===== src/rtl/alu_seq.sv =====
// alu_seq: valid/ready ALU. Shifts are iterative at SHIFT_STEP bits per cycle.
// Define ALU_SEQ_BARREL_EN to use a single-cycle barrel shifter instead.
module alu_seq #(
    parameter int SHIFT_STEP = 1
) (
    input  logic        clk,
    input  logic        rst_n,
    input  logic        in_valid,
    output logic        in_ready,
    input  logic [3:0]  AluOp,
    input  logic [31:0] AluInput1,
    input  logic [31:0] AluInput2,
    output logic        out_valid,
    input  logic        out_ready,
    output logic [31:0] AluResult,
    output logic        Zero
);
    typedef enum logic [1:0] {IDLE = 2'd0, SHIFT = 2'd1, DONE = 2'd2} state_t;

    localparam logic [3:0] OP_ADD  = 4'b0000;
    localparam logic [3:0] OP_SUB  = 4'b0001;
    localparam logic [3:0] OP_SLL  = 4'b0010;
    localparam logic [3:0] OP_SLT  = 4'b0011;
    localparam logic [3:0] OP_SLTU = 4'b0100;
    localparam logic [3:0] OP_XOR  = 4'b0101;
    localparam logic [3:0] OP_SRL  = 4'b0110;
    localparam logic [3:0] OP_SRA  = 4'b0111;
    localparam logic [3:0] OP_OR   = 4'b1000;
    localparam logic [3:0] OP_AND  = 4'b1001;
    localparam logic [4:0] STEP    = 5'(SHIFT_STEP);

    state_t      r_state;
    state_t      w_next_state;
    logic [31:0] r_result;
    logic [4:0]  r_remaining;
    logic [3:0]  r_op;

    logic [4:0]  w_shamt;
    logic        w_is_shift;
    logic        w_start_shift;
    logic        w_accept;
    logic [31:0] w_alu_result;
    logic [4:0]  w_step;
    logic [31:0] w_shift_next;

    assign w_shamt    = AluInput2[4:0];
    assign w_is_shift = (AluOp == OP_SLL) || (AluOp == OP_SRL) || (AluOp == OP_SRA);
    assign w_accept   = in_valid && (r_state == IDLE);

`ifdef ALU_SEQ_BARREL_EN
    assign w_start_shift = 1'b0;
`else
    assign w_start_shift = w_is_shift && (w_shamt != 5'd0);
`endif

    // NOTE: every always_comb output gets a default first so no latch is inferred.
    always_comb begin
        w_alu_result = '0;
        case (AluOp)
            OP_ADD:  w_alu_result = AluInput1 + AluInput2;
            OP_SUB:  w_alu_result = AluInput1 - AluInput2;
            OP_SLT:  w_alu_result = {31'd0, $signed(AluInput1) < $signed(AluInput2)};
            OP_SLTU: w_alu_result = {31'd0, AluInput1 < AluInput2};
            OP_XOR:  w_alu_result = AluInput1 ^ AluInput2;
            OP_OR:   w_alu_result = AluInput1 | AluInput2;
            OP_AND:  w_alu_result = AluInput1 & AluInput2;
`ifdef ALU_SEQ_BARREL_EN
            OP_SLL:  w_alu_result = AluInput1 << w_shamt;
            OP_SRL:  w_alu_result = AluInput1 >> w_shamt;
            OP_SRA:  w_alu_result = $unsigned($signed(AluInput1) >>> w_shamt);
`else
            // Only a zero-amount shift takes this path; the rest go through SHIFT.
            OP_SLL, OP_SRL, OP_SRA: w_alu_result = AluInput1;
`endif
            default: w_alu_result = '0;
        endcase
    end

    assign w_step = (r_remaining < STEP) ? r_remaining : STEP;

    always_comb begin
        w_shift_next = r_result >> w_step;
        if (r_op == OP_SLL) begin
            w_shift_next = r_result << w_step;
        end else if (r_op == OP_SRA) begin
            w_shift_next = $unsigned($signed(r_result) >>> w_step);
        end
    end

    always_comb begin
        w_next_state = r_state;
        case (r_state)
            IDLE:    if (in_valid) w_next_state = w_start_shift ? SHIFT : DONE;
            SHIFT:   if (r_remaining <= STEP) w_next_state = DONE;
            DONE:    if (out_ready) w_next_state = IDLE;
            default: w_next_state = IDLE;
        endcase
    end

    // NOTE: sequential state uses non-blocking assignments only.
    always_ff @(posedge clk or negedge rst_n) begin
        if (!rst_n) begin
            r_state <= IDLE;
        end else begin
            r_state <= w_next_state;
        end
    end

    always_ff @(posedge clk or negedge rst_n) begin
        if (!rst_n) begin
            r_result    <= '0;
            r_remaining <= '0;
            r_op        <= OP_ADD;
        end else if (w_accept) begin
            r_op <= AluOp;
            if (w_start_shift) begin
                r_result    <= AluInput1;
                r_remaining <= w_shamt;
            end else begin
                r_result    <= w_alu_result;
                r_remaining <= '0;
            end
        end else if (r_state == SHIFT) begin
            r_result    <= w_shift_next;
            r_remaining <= r_remaining - w_step;
        end
    end

    assign in_ready  = (r_state == IDLE);
    assign out_valid = (r_state == DONE);
    assign AluResult = r_result;
    assign Zero      = (r_result == 32'd0);
endmodule


===== config.mk =====
export PLATFORM = sky130hd
export DESIGN_NAME = alu_seq
export DESIGN_NICKNAME = d
export VERILOG_FILES = /design/src/rtl/alu_seq.sv
export SDC_FILE = /design/constraint.sdc
export NUM_CORES = 1
export LEC_CHECK = 0
export ABC_AREA = 0
export BUFFER_PORTS_ARGS = -buffer_cell sky130_fd_sc_hd__buf_4
export CAP_MARGIN = 10
export CORE_UTILIZATION = 55
export DETAILED_ROUTE_END_ITERATION = 10
export PLACE_DENSITY = 0.75
export SLEW_MARGIN = 20
export SYNTH_ARGS = -nofsm -noshare
export SYNTH_HDL_FRONTEND = slang
export SYNTH_SLANG_ARGS = --single-unit

===== constraint.sdc =====
create_clock -name clk -period 7.6 [get_ports clk]
set_clock_uncertainty 0.2 [all_clocks]
set_input_delay 0.38 -clock clk [delete_from_list [all_inputs] [get_ports clk]]
set_output_delay 0.38 -clock clk [all_outputs]
set_load 0.01 [all_outputs]

==> metrics.md <==
| Metric | Value |
|---|---|
| Clk root buf | `clkbuf_16` |
| Rel. slew slack | `19.1%` |
| Yosys warns | `0` |
| Critical-path cell list | `buf_4, inv_1, ha_1, o211ai_1, o211ai_1, a41oi_1, o41ai_1, a221o_1, a31oi_1, o21ai_0, xnor2_1, a21oi_1, a31oi_1` |
| Post-Layout Inst Area | `8840 um2` |
| Area after DPL | `8690 um2` |
| IO Pins | `107` |
| Final design utilization | `63.7%` |
| Hold slack | `0.139 ns` |
| Gp weighted congestion | `1.00` |
| CP startpoint kind | `input pin` |
| CTS tree | `yes` |
| # fillers | `1,348` |
| WP depth | `13` |
| Core Area | `13,900 um2` |
| Port Buffers | `106` |
| Drt wl/cell | `21.2 um` |
| Clock Pin Slew Worst Setup and Hold Paths | `0.07 ns` |
| GRT Util Overall | `39.6%` |
| Clock Path Buffers | `2` |
| Final setup fails | `0` |
| Tcrit/Tclk final | `49.5%` |
| Max-slew violations | `0` |
| Die span in x | `121 um` |
| Starting Density | `56.5%` |
| DRT Pass-1 Iters | `7` |
| WP data arrival | `3.80 ns` |
| DP HPWL | `20,700 um` |
| First-pass GRT wire length | `45,600 um` |
| Synth cell types | `78` |
| Hold Path Class | `in -> reg` |
| Layout cells sized above 1 | `12.5%` |
| Clock Sink Count | `43` |
| Setup_tns | `0 ns` |
| Antenna violation net count after detailed routing | `0` |
| TritonCTS buffer count | `5` |
| Hold Path Cell Cnt | `3` |
| Antenna violations before repair | `0` |
| Post-CTS Hold Buffers | `1` |
| Syn_nets | `1,321` |
| Max IR drop VDD | `0.124 mV` |
| Vias per Instance | `6.79` |
| Post-synthesis cell count | `1,143` |
| Crit-path max cell delay | `0.90 ns` |
| Largest net degree at the start of global routing | `45` |
| Pre-CTS setup slack | `3.62 ns` |
| Nets | `1,373` |
| Max Fclk | `266 MHz` |
| Vias in the first global route | `8,539` |
| Area Overhead vs Synth | `12.8%` |
| Final Total Pwr | `1.96 mW` |
| Cell area after synthesis | `7840 um2` |
| Setup Buffers After CTS | `0` |
| Final hold violation count | `0` |
| DRT Wirelength | `29,100 um` |
| Sequential-to-total area share from yosys stat | `13.7%` |
| Critical Setup Path Class | `in -> reg` |
| Avg Cell Area, Syn | `6.86 um2` |
| Reg2reg path depth | `8` |
| EDFF count, synth | `0` |
| Unrepaired setup endpoints after global routing | `no` |
| # diodes | `0` |
| Crit path buffers/inverters | `2` |
| Top_reg_cell synth | `dfrtp_1` |
| Final worst slack | `3.84 ns` |
| H-tree Lvls | `2` |
| CP Capture Type | `register` |
| Via count | `9,339` |
| Die area | `14,700 um2` |
| Post-CTS resize count | `0` |
| Max Cap Violations | `0` |
| Grt total ovfl | `0` |
| WP data required | `7.63 ns` |
| Worst-Skew Late Latency | `0.31 ns` |
| Initial DRC Count | `1,172` |
| Power Dens Cells | `222 nW/um2` |
| Post-route insts no fill | `1,375` |
| P_leak | `4.06 nW` |
| Worst-path maximum fanout | `9` |
| Min Tclk post-route | `3.76 ns` |
| Slew @ Worst Pin | `1.21 ns` |
| FF+latch count, synth | `43` |
| CP top delay family | `compound AO/OA/AOI/OAI gates` |
| Critical-path top delay cell | `o41ai_1` |
| Residual DRC | `0` |
| Die Y | `121 um` |
| Status | `completed` |
| Std cell rows | `43` |
| Ys async rst share | `100%` |
| # placed instances | `1,367` |
## final timing paths
check / startpoint / end / slack (ns)
worst min register to register: r_op[3] / r_op[3] / 0.30
worst max register to register: r_state[0] / AluResult[30] / 4.25
worst min-delay path: out_ready / r_state[1] / 0.14
worst max-delay path: AluInput2[4] / AluResult[29] / 3.84
min in group asynchronous: rst_n / AluResult[4] / 0.45
max in group asynchronous: rst_n / AluResult[19] / 6.32
## Yosys cell counts, types with 22 or more instances
cell type  number  area, um2
ha_1          104       1300
o21ai_0        79        395
dfrtp_1        43       1080
a21oi_1       140        701
clkbuf_1       62        233
nand2_1       134        503
nor2_1        108        405
inv_1          95        357
a221oi_1       22        193
a22oi_1        24        180
nor3_1         27        135
o221ai_1       22        193
## power breakdown
group,internal (mW),total (mW),switching [mW]
Combinational,0.479,1.22,0.743
Sequential,0.331,0.501,0.170
Clock,0.129,0.239,0.110
## per-layer routing
metal,wire (um),track usage [%],share of wire [%]
met5,0,0,0
met4,1040,15.0,3.6
met3,3350,6.86,12
met2,12800,61.9,44
met1,12000,53.8,41
## tightest hold or removal path, delay by kind of cell
kind	cells	cell delay [ns]
and+or+nand+nor	1	0.08
buffers and inverters	1	0.07
AOI/OAI and AO/OA	1	0.07
## layout make-up
| class | instances | area, um2 | area share [%] |
|---|---|---|---|
| flip-flops and latches | 43 | 1080 | 12.2 |
| well taps | 180 | 225 | 2.55 |
| clock buffers | 6 | 139 | 1.57 |
| multi-input cells | 931 | 6140 | 69.5 |
| inverters | 95 | 357 | 4.03 |
| repair buffers | 119 | 896 | 10.1 |
| clock inverters | 1 | 5.00 | 0.0566 |
## sequential cells by signal, indices dropped and copies added (netlist names)
register and count:
AluResult 32, r_remaining 5, r_op 4, r_state 2
## cells in the final DEF (no fill, tap or decap), types with 14 or more instances in the layout
| cell type | n |
|---|---|
| a211oi_1 | 18 |
| a21o_1 | 18 |
| a21oi_1 | 140 |
| a221oi_1 | 22 |
| a22oi_1 | 24 |
| buf_4 | 118 |
| dfrtp_1 | 43 |
| ha_1 | 104 |
| inv_1 | 95 |
| nand2_1 | 134 |
| nand3_1 | 14 |
| nor2_1 | 108 |
| nor3_1 | 24 |
| o211ai_1 | 14 |
| o21ai_0 | 79 |
| o221ai_1 | 22 |
## cell families (layout without fill, tap and decap cells)
kind of cell | after synthesis | in the layout | share of synthesized area, %
buffers and inverters | 169 | 221 | 8.30
DFF | 43 | 43 | 13.7
AOI/OAI and AO/OA | 449 | 449 | 38.3
adders and majority gates | 106 | 106 | 17.1
and+or+nand+nor | 362 | 362 | 20.9
xor gates and xnor gates | 10 | 10 | 1.12
muxes | 4 | 4 | 0.527
Note: power is estimated with default switching activity, not from simulation.
